[config.mk]
export PLATFORM = sky130hd
export DESIGN_NAME = edp_fm_slice
export DESIGN_NICKNAME = d
export VERILOG_FILES = /design/src/rtl/edp_pkg.sv /design/src/rtl/edp_fm_ram.sv /design/src/rtl/edp_fm_slice.sv
export SDC_FILE = /design/constraint.sdc
export NUM_CORES = 1
export LEC_CHECK = 0
export CAP_MARGIN = 40
export CORE_MARGIN = 1.5
export CORE_UTILIZATION = 48
export DETAILED_ROUTE_END_ITERATION = 7
export PLACE_DENSITY = 0.61
export REMOVE_ABC_BUFFERS = 1
export SETUP_SLACK_MARGIN = 0.5
export SYNTH_ARGS = -nofsm -noshare
export SYNTH_HDL_FRONTEND = slang
export SYNTH_SLANG_ARGS = --single-unit
export TNS_END_PERCENT = 1
[constraint.sdc]
create_clock -name clk_edp_h -period 3.5 [get_ports clk_edp_h]
set_input_delay 0.7 -clock clk_edp_h [delete_from_list [all_inputs] [get_ports clk_edp_h]]
set_output_delay 0.7 -clock clk_edp_h [all_outputs]
set_load 0.05 [all_outputs]
[src/rtl/edp_pkg.sv]
// Shared constants, types and helpers for the EDP fast-memory (AC block) slice.
package edp_pkg;

  localparam int SLICE_W = 6;
  localparam int BLOCKS  = 8;
  localparam int ACS     = 16;
  localparam int DEPTH   = BLOCKS * ACS;
  localparam int AW      = $clog2(DEPTH);

  typedef logic [AW-1:0]      fm_addr_t;
  typedef logic [SLICE_W-1:0] fm_word_t;

  typedef enum logic {
    FM_INIT,
    FM_RUN
  } fm_state_t;

  // Even partial parity; the 36-bit odd combine happens downstream.
  function automatic logic word_par(input fm_word_t w);
    return ^w;
  endfunction

endpackage

[src/rtl/edp_fm_ram.sv]
// Plain FM storage: synchronous write, combinational read, one parity bit per word.
module edp_fm_ram
  import edp_pkg::*;
#(
  parameter int DATA_W = SLICE_W
) (
  input  logic              clk,
  input  logic              we,
  input  fm_addr_t          waddr,
  input  logic [DATA_W-1:0] wdata,
  input  logic              wpar,
  input  fm_addr_t          raddr,
  output logic [DATA_W-1:0] rdata,
  output logic              rpar
);

  logic [DATA_W-1:0] mem [DEPTH];
  logic              par [DEPTH];

  always_ff @(posedge clk) begin
    if (we) begin
      mem[waddr] <= wdata;
      par[waddr] <= wpar;
    end
  end

  assign rdata = mem[raddr];
  assign rpar  = par[raddr];

endmodule

[src/rtl/edp_fm_slice.sv]
// FM register-file slice for EDP bits 30..35: clear sweep after reset, registered
// read with write-through bypass, stored partial parity and sticky mismatch flag.
module edp_fm_slice
  import edp_pkg::*;
(
  input  logic               clk_edp_h,
  input  logic               reset_l,
  input  logic [2:0]         apr_fm_block_h,
  input  logic [3:0]         apr_fm_adr_h,
  input  logic               con_fm_write_l,
  input  logic [SLICE_W-1:0] ar_h,
  input  logic               diag_fm_par_flip_h,
  input  logic               fm_par_err_clr_h,
  input  logic               diag_read_func_h,
  output logic [SLICE_W-1:0] fm_h,
  output logic               edp_fm_parity_h,
  output logic               fm_par_err_h,
  output logic               fm_init_busy_h,
  output logic [SLICE_W-1:0] ebus_d_h
);

  fm_state_t state;
  fm_addr_t  init_ctr;
  fm_addr_t  addr;
  logic      run;
  logic      wr_run;
  logic      wpar_new;
  logic      ram_we;
  fm_addr_t  ram_waddr;
  fm_word_t  ram_wdata;
  logic      ram_wpar;
  fm_word_t  rd_word;
  logic      rd_par;
  logic      chk_en;
  logic      mismatch;

  assign addr     = {apr_fm_block_h, apr_fm_adr_h};
  assign run      = (state == FM_RUN);
  assign wr_run   = run & ~con_fm_write_l;
  assign wpar_new = word_par(ar_h) ^ diag_fm_par_flip_h;

  // The clear sweep owns the write port until RUN; CON writes are dropped meanwhile.
  assign ram_we    = ~run | wr_run;
  assign ram_waddr = run ? addr : init_ctr;
  assign ram_wdata = run ? ar_h : '0;
  assign ram_wpar  = run & wpar_new;

  edp_fm_ram #(
    .DATA_W(SLICE_W)
  ) u_ram (
    .clk  (clk_edp_h),
    .we   (ram_we),
    .waddr(ram_waddr),
    .wdata(ram_wdata),
    .wpar (ram_wpar),
    .raddr(addr),
    .rdata(rd_word),
    .rpar (rd_par)
  );

  assign mismatch = (word_par(fm_h) != edp_fm_parity_h);

  always_ff @(posedge clk_edp_h or negedge reset_l) begin
    if (!reset_l) begin
      state           <= FM_INIT;
      init_ctr        <= '0;
      fm_h            <= '0;
      edp_fm_parity_h <= 1'b0;
      fm_par_err_h    <= 1'b0;
      fm_init_busy_h  <= 1'b1;
      chk_en          <= 1'b0;
    end else begin
      case (state)
        FM_INIT: begin
          init_ctr <= init_ctr + 1'b1;
          if (init_ctr == fm_addr_t'(DEPTH - 1)) begin
            state          <= FM_RUN;
            fm_init_busy_h <= 1'b0;
          end
        end
        FM_RUN: begin
          fm_h            <= wr_run ? ar_h : rd_word;
          edp_fm_parity_h <= wr_run ? wpar_new : rd_par;
          // chk_en delays checking until fm_h holds real read data; set beats clear.
          chk_en          <= 1'b1;
          fm_par_err_h    <= (chk_en & mismatch) | (fm_par_err_h & ~fm_par_err_clr_h);
        end
        default: state <= FM_INIT;
      endcase
    end
  end

  assign ebus_d_h = diag_read_func_h ? fm_h : '0;

endmodule

==> impl_metrics.tcl <==
set metrics [dict create \
    run_status "complete, no violations" \
    numPortBuffers 33 \
    antennaDiodeCount 0 \
    ctsLongestPathBuffers 3 \
    grt_use_total_pct 24.9 \
    drt_pre_antenna_iters 6 \
    cts_repair_resize_count 0 \
    critical_path.startpoint_type "flop" \
    worstSkewPairLatency_ns 0.66 \
    synthesis.area_um2 36500 \
    slew_violations 0 \
    clock_power_share_pct 43.2 \
    most_repeated_cell_in_the_gate_level_netlist_after_synthesis "sky130_fd_sc_hd__edfxtp_1" \
    routed_wl_mm 95.3 \
    rsz0062_at_grt "no" \
    final.period_utilization_pct 80.4 \
    synth.cells.most_frequent "sky130_fd_sc_hd__edfxtp_1, sky130_fd_sc_hd__mux4_2, sky130_fd_sc_hd__nor2_1" \
    fin_worst_skew_ns 0.0290 \
    worst-slew-pin-transition_ns 0.811 \
    pre_cts_slack_ns 0.218 \
    power_mw 22.1 \
    core-area_um2 74800 \
    synth.area.top_cells "sky130_fd_sc_hd__edfxtp_1, sky130_fd_sc_hd__mux4_2, sky130_fd_sc_hd__mux2i_1" \
    yosys.area.top_type "sky130_fd_sc_hd__edfxtp_1" \
    critPathBufInv 1 \
    internal_power_mw 17.6 \
    setup_slack_ns 0.687 \
    pwr_density_cell_nw_per_um2 517 \
    total_switching_power_mw 4.54 \
    gp_congestion 0.913 \
    dr_total_vias 19400 \
    synth_sequential_area_ratio_pct 74.9 \
    total_leakage_power_nw 12.0 \
    sequentialPowerShare_pct 53.6 \
    critical_path.slowest_cell "sky130_fd_sc_hd__clkdlybuf4s50_1" \
    number_of_flops_mapped_to_enable_cells_by_yosys 896 \
    grt_overflow_total 0 \
    worst_case_hold_slack_ns 0.335 \
    pwr-share-comb_pct 3.3 \
    ir_worst_vdd_mv 0.481 \
    total_of_max_cap_violations 0 \
    cts-htree-levels 3 \
    met1_capacity_usage_during_global_routing_pct 35.7 \
    path_max_fanout 4 \
    clkSlewWorstSetupHoldPaths_ns 0.06 \
    end_kind "output pin" \
    final_hpwl_from_detailed_placement_mm 62.6 \
    finalNonFillerCells 3196 \
    setup_tns_ns 0 \
    cts-buffers-inserted 93 \
    synthesis.yosys.warnings 0 \
    async_reset_ff_share_pct 1.97 \
    grt_first_pass_wirelength_mm 138 \
    hold_path_class "in -> async" \
    drive_gt1_share_pct 29.2 \
    floorplan.die.height_um 279 \
    finalSetupViolations 0 \
    final_period_minus_worst_setup_slack_ns 2.81 \
    place_area_um2 39800 \
    arrival_ns 2.11 \
    final_design_area_no_fill_um2 42700 \
    dp.cells 3026 \
    synthesis.instances 1840 \
    drtAntennaViolNets 0 \
    met2_track_demand_over_resource_pct 38.0 \
    flow.area_growth_from_synthesis_pct 17.0 \
    grtUsageMet3_pct 5.89 \
    crit_path_max_incr_delay_ns 0.88 \
    slew_headroom_pct 45.9 \
    postSynthRegisterBits 914 \
    critical_path.cell_chain "clkdlybuf4s50_1" \
    synth_cell_types 67 \
    post-route-util_pct 57.1 \
    detailedRoute.firstIterationViolations 2401 \
    worstSetupPathType "reg -> out" \
    fraction_of_power_spent_switching_nets_pct 20.5 \
    timing.critical_path.max_delay_family "buffers and inverters" \
    tritoncts "built" \
    post-route-drc-count 0 \
    grt_max_degree 79 \
    grt_pass1_vias 19700 \
    post-cts-setup-buffers 0 \
    cts-hold-fix-buffers 0 \
    cts_sinks 914 \
    start_util_pct 48.8 \
    timing.fmax_mhz 356 \
    i_o_pins 34 \
    cts_root_buf "sky130_fd_sc_hd__clkbuf_16" \
    mean_number_of_vias_per_cell 6.08 \
    grt_max_usage_layer "met2" \
    fp-row-count 100 \
    wl_per_instance_um 29.8 \
    antenna_violations_before_repair 1 \
    final_net_count 2172 \
    dieArea_um2 77700 \
    yosys_most_used_dff "sky130_fd_sc_hd__edfxtp_1" \
    required_ns 2.80 \
    fill_cells 5604 \
    hold_viol 0 \
    post-synth-top-area-fraction_pct 73.7 \
    floorplan.die.width_um 279 \
    avgSynthCellArea_um2 19.8 \
]
-- area by class of cell --
cell class,count,area [um^2],share of cell area (%)
Sequential cell,914,27400,64.0
Clock buffer,121,2530,5.91
Clock inverter,49,384,0.899
Multi-Input combinational cell,813,8330,19.5
Inverter,8,30.0,0.0703
Timing Repair Buffer,322,2890,6.76
Tap cell,969,1210,2.84
-- cell usage in the layout (no fill, tap or decap), drive strengths merged, types with 4 or more instances in the layout --
cell type	n
clkinv	38
o211ai	8
o31ai	8
nor2b	8
mux4	197
and2	15
nand2	68
a221oi	6
nand3	14
edfxtp	896
nor4	4
a22oi	15
o22ai	18
clkbuf	121
inv	9
a22o	4
nor3	11
xnor2	13
o221ai	27
xor2	12
buf	300
mux2	7
a221o	6
mux2i	92
a21oi	33
dfrtp	17
clkdlybuf4s50	22
bufinv	5
nor2	162
clkinvlp	5
a211oi	5
o21ai	37
-- final timing paths --
| check | cells past startpoint | slack [ns] | to | from |
|---|---|---|---|---|
| min in group clk_edp_h | 1 | 0.49 | chk_en | chk_en |
| worst max register to register | 9 | 0.85 | u_ram.mem[18][4] | run |
| max in group asynchronous | 2 | 2.68 | fm_init_busy_h | reset_l |
| worst max-delay path | 1 | 0.69 | fm_h[5] | fm_h[5] |
| worst min register to register | 1 | 0.49 | chk_en | chk_en |
| worst min-delay path | 1 | 0.33 | fm_par_err_h | reset_l |
-- power by group through the flow --
stage,clock [mW],combinational (mW),sequential (mW)
after global placement,0,0.706,12.1
after CTS,9.70,0.717,11.8
final,9.55,0.718,11.8
after floorplan,0,0.255,12.1
after detailed placement,0,0.715,12.1
after global routing,10.1,0.751,11.8
-- sequential cells by signal, summed over array words and instances (netlist names) --
signal,cells
fm_h,6
fm_par_err_h,1
edp_fm_parity_h,1
run,1
init_ctr,7
u_ram.par,128
fm_init_busy_h,1
u_ram.mem,768
chk_en,1
-- metal layers --
layer  up-vias  part of all wire, %
met5         -                0.014
met4         2                  3.2
met3       178                  8.6
met2       880                   46
met1     10200                   42
li1       8174                    -
-- cells by family after synthesis --
kind of cell	count (synthesis)	synth area share, %
mux	296	14.9
buf+inv	113	2.32
compound gates	194	3.73
fa+ha+maj	1	0.0343
flops	914	74.9
simple gates	297	3.49
xor+xnor	25	0.600
No activity file was read; power rests on OpenSTA's default activity.
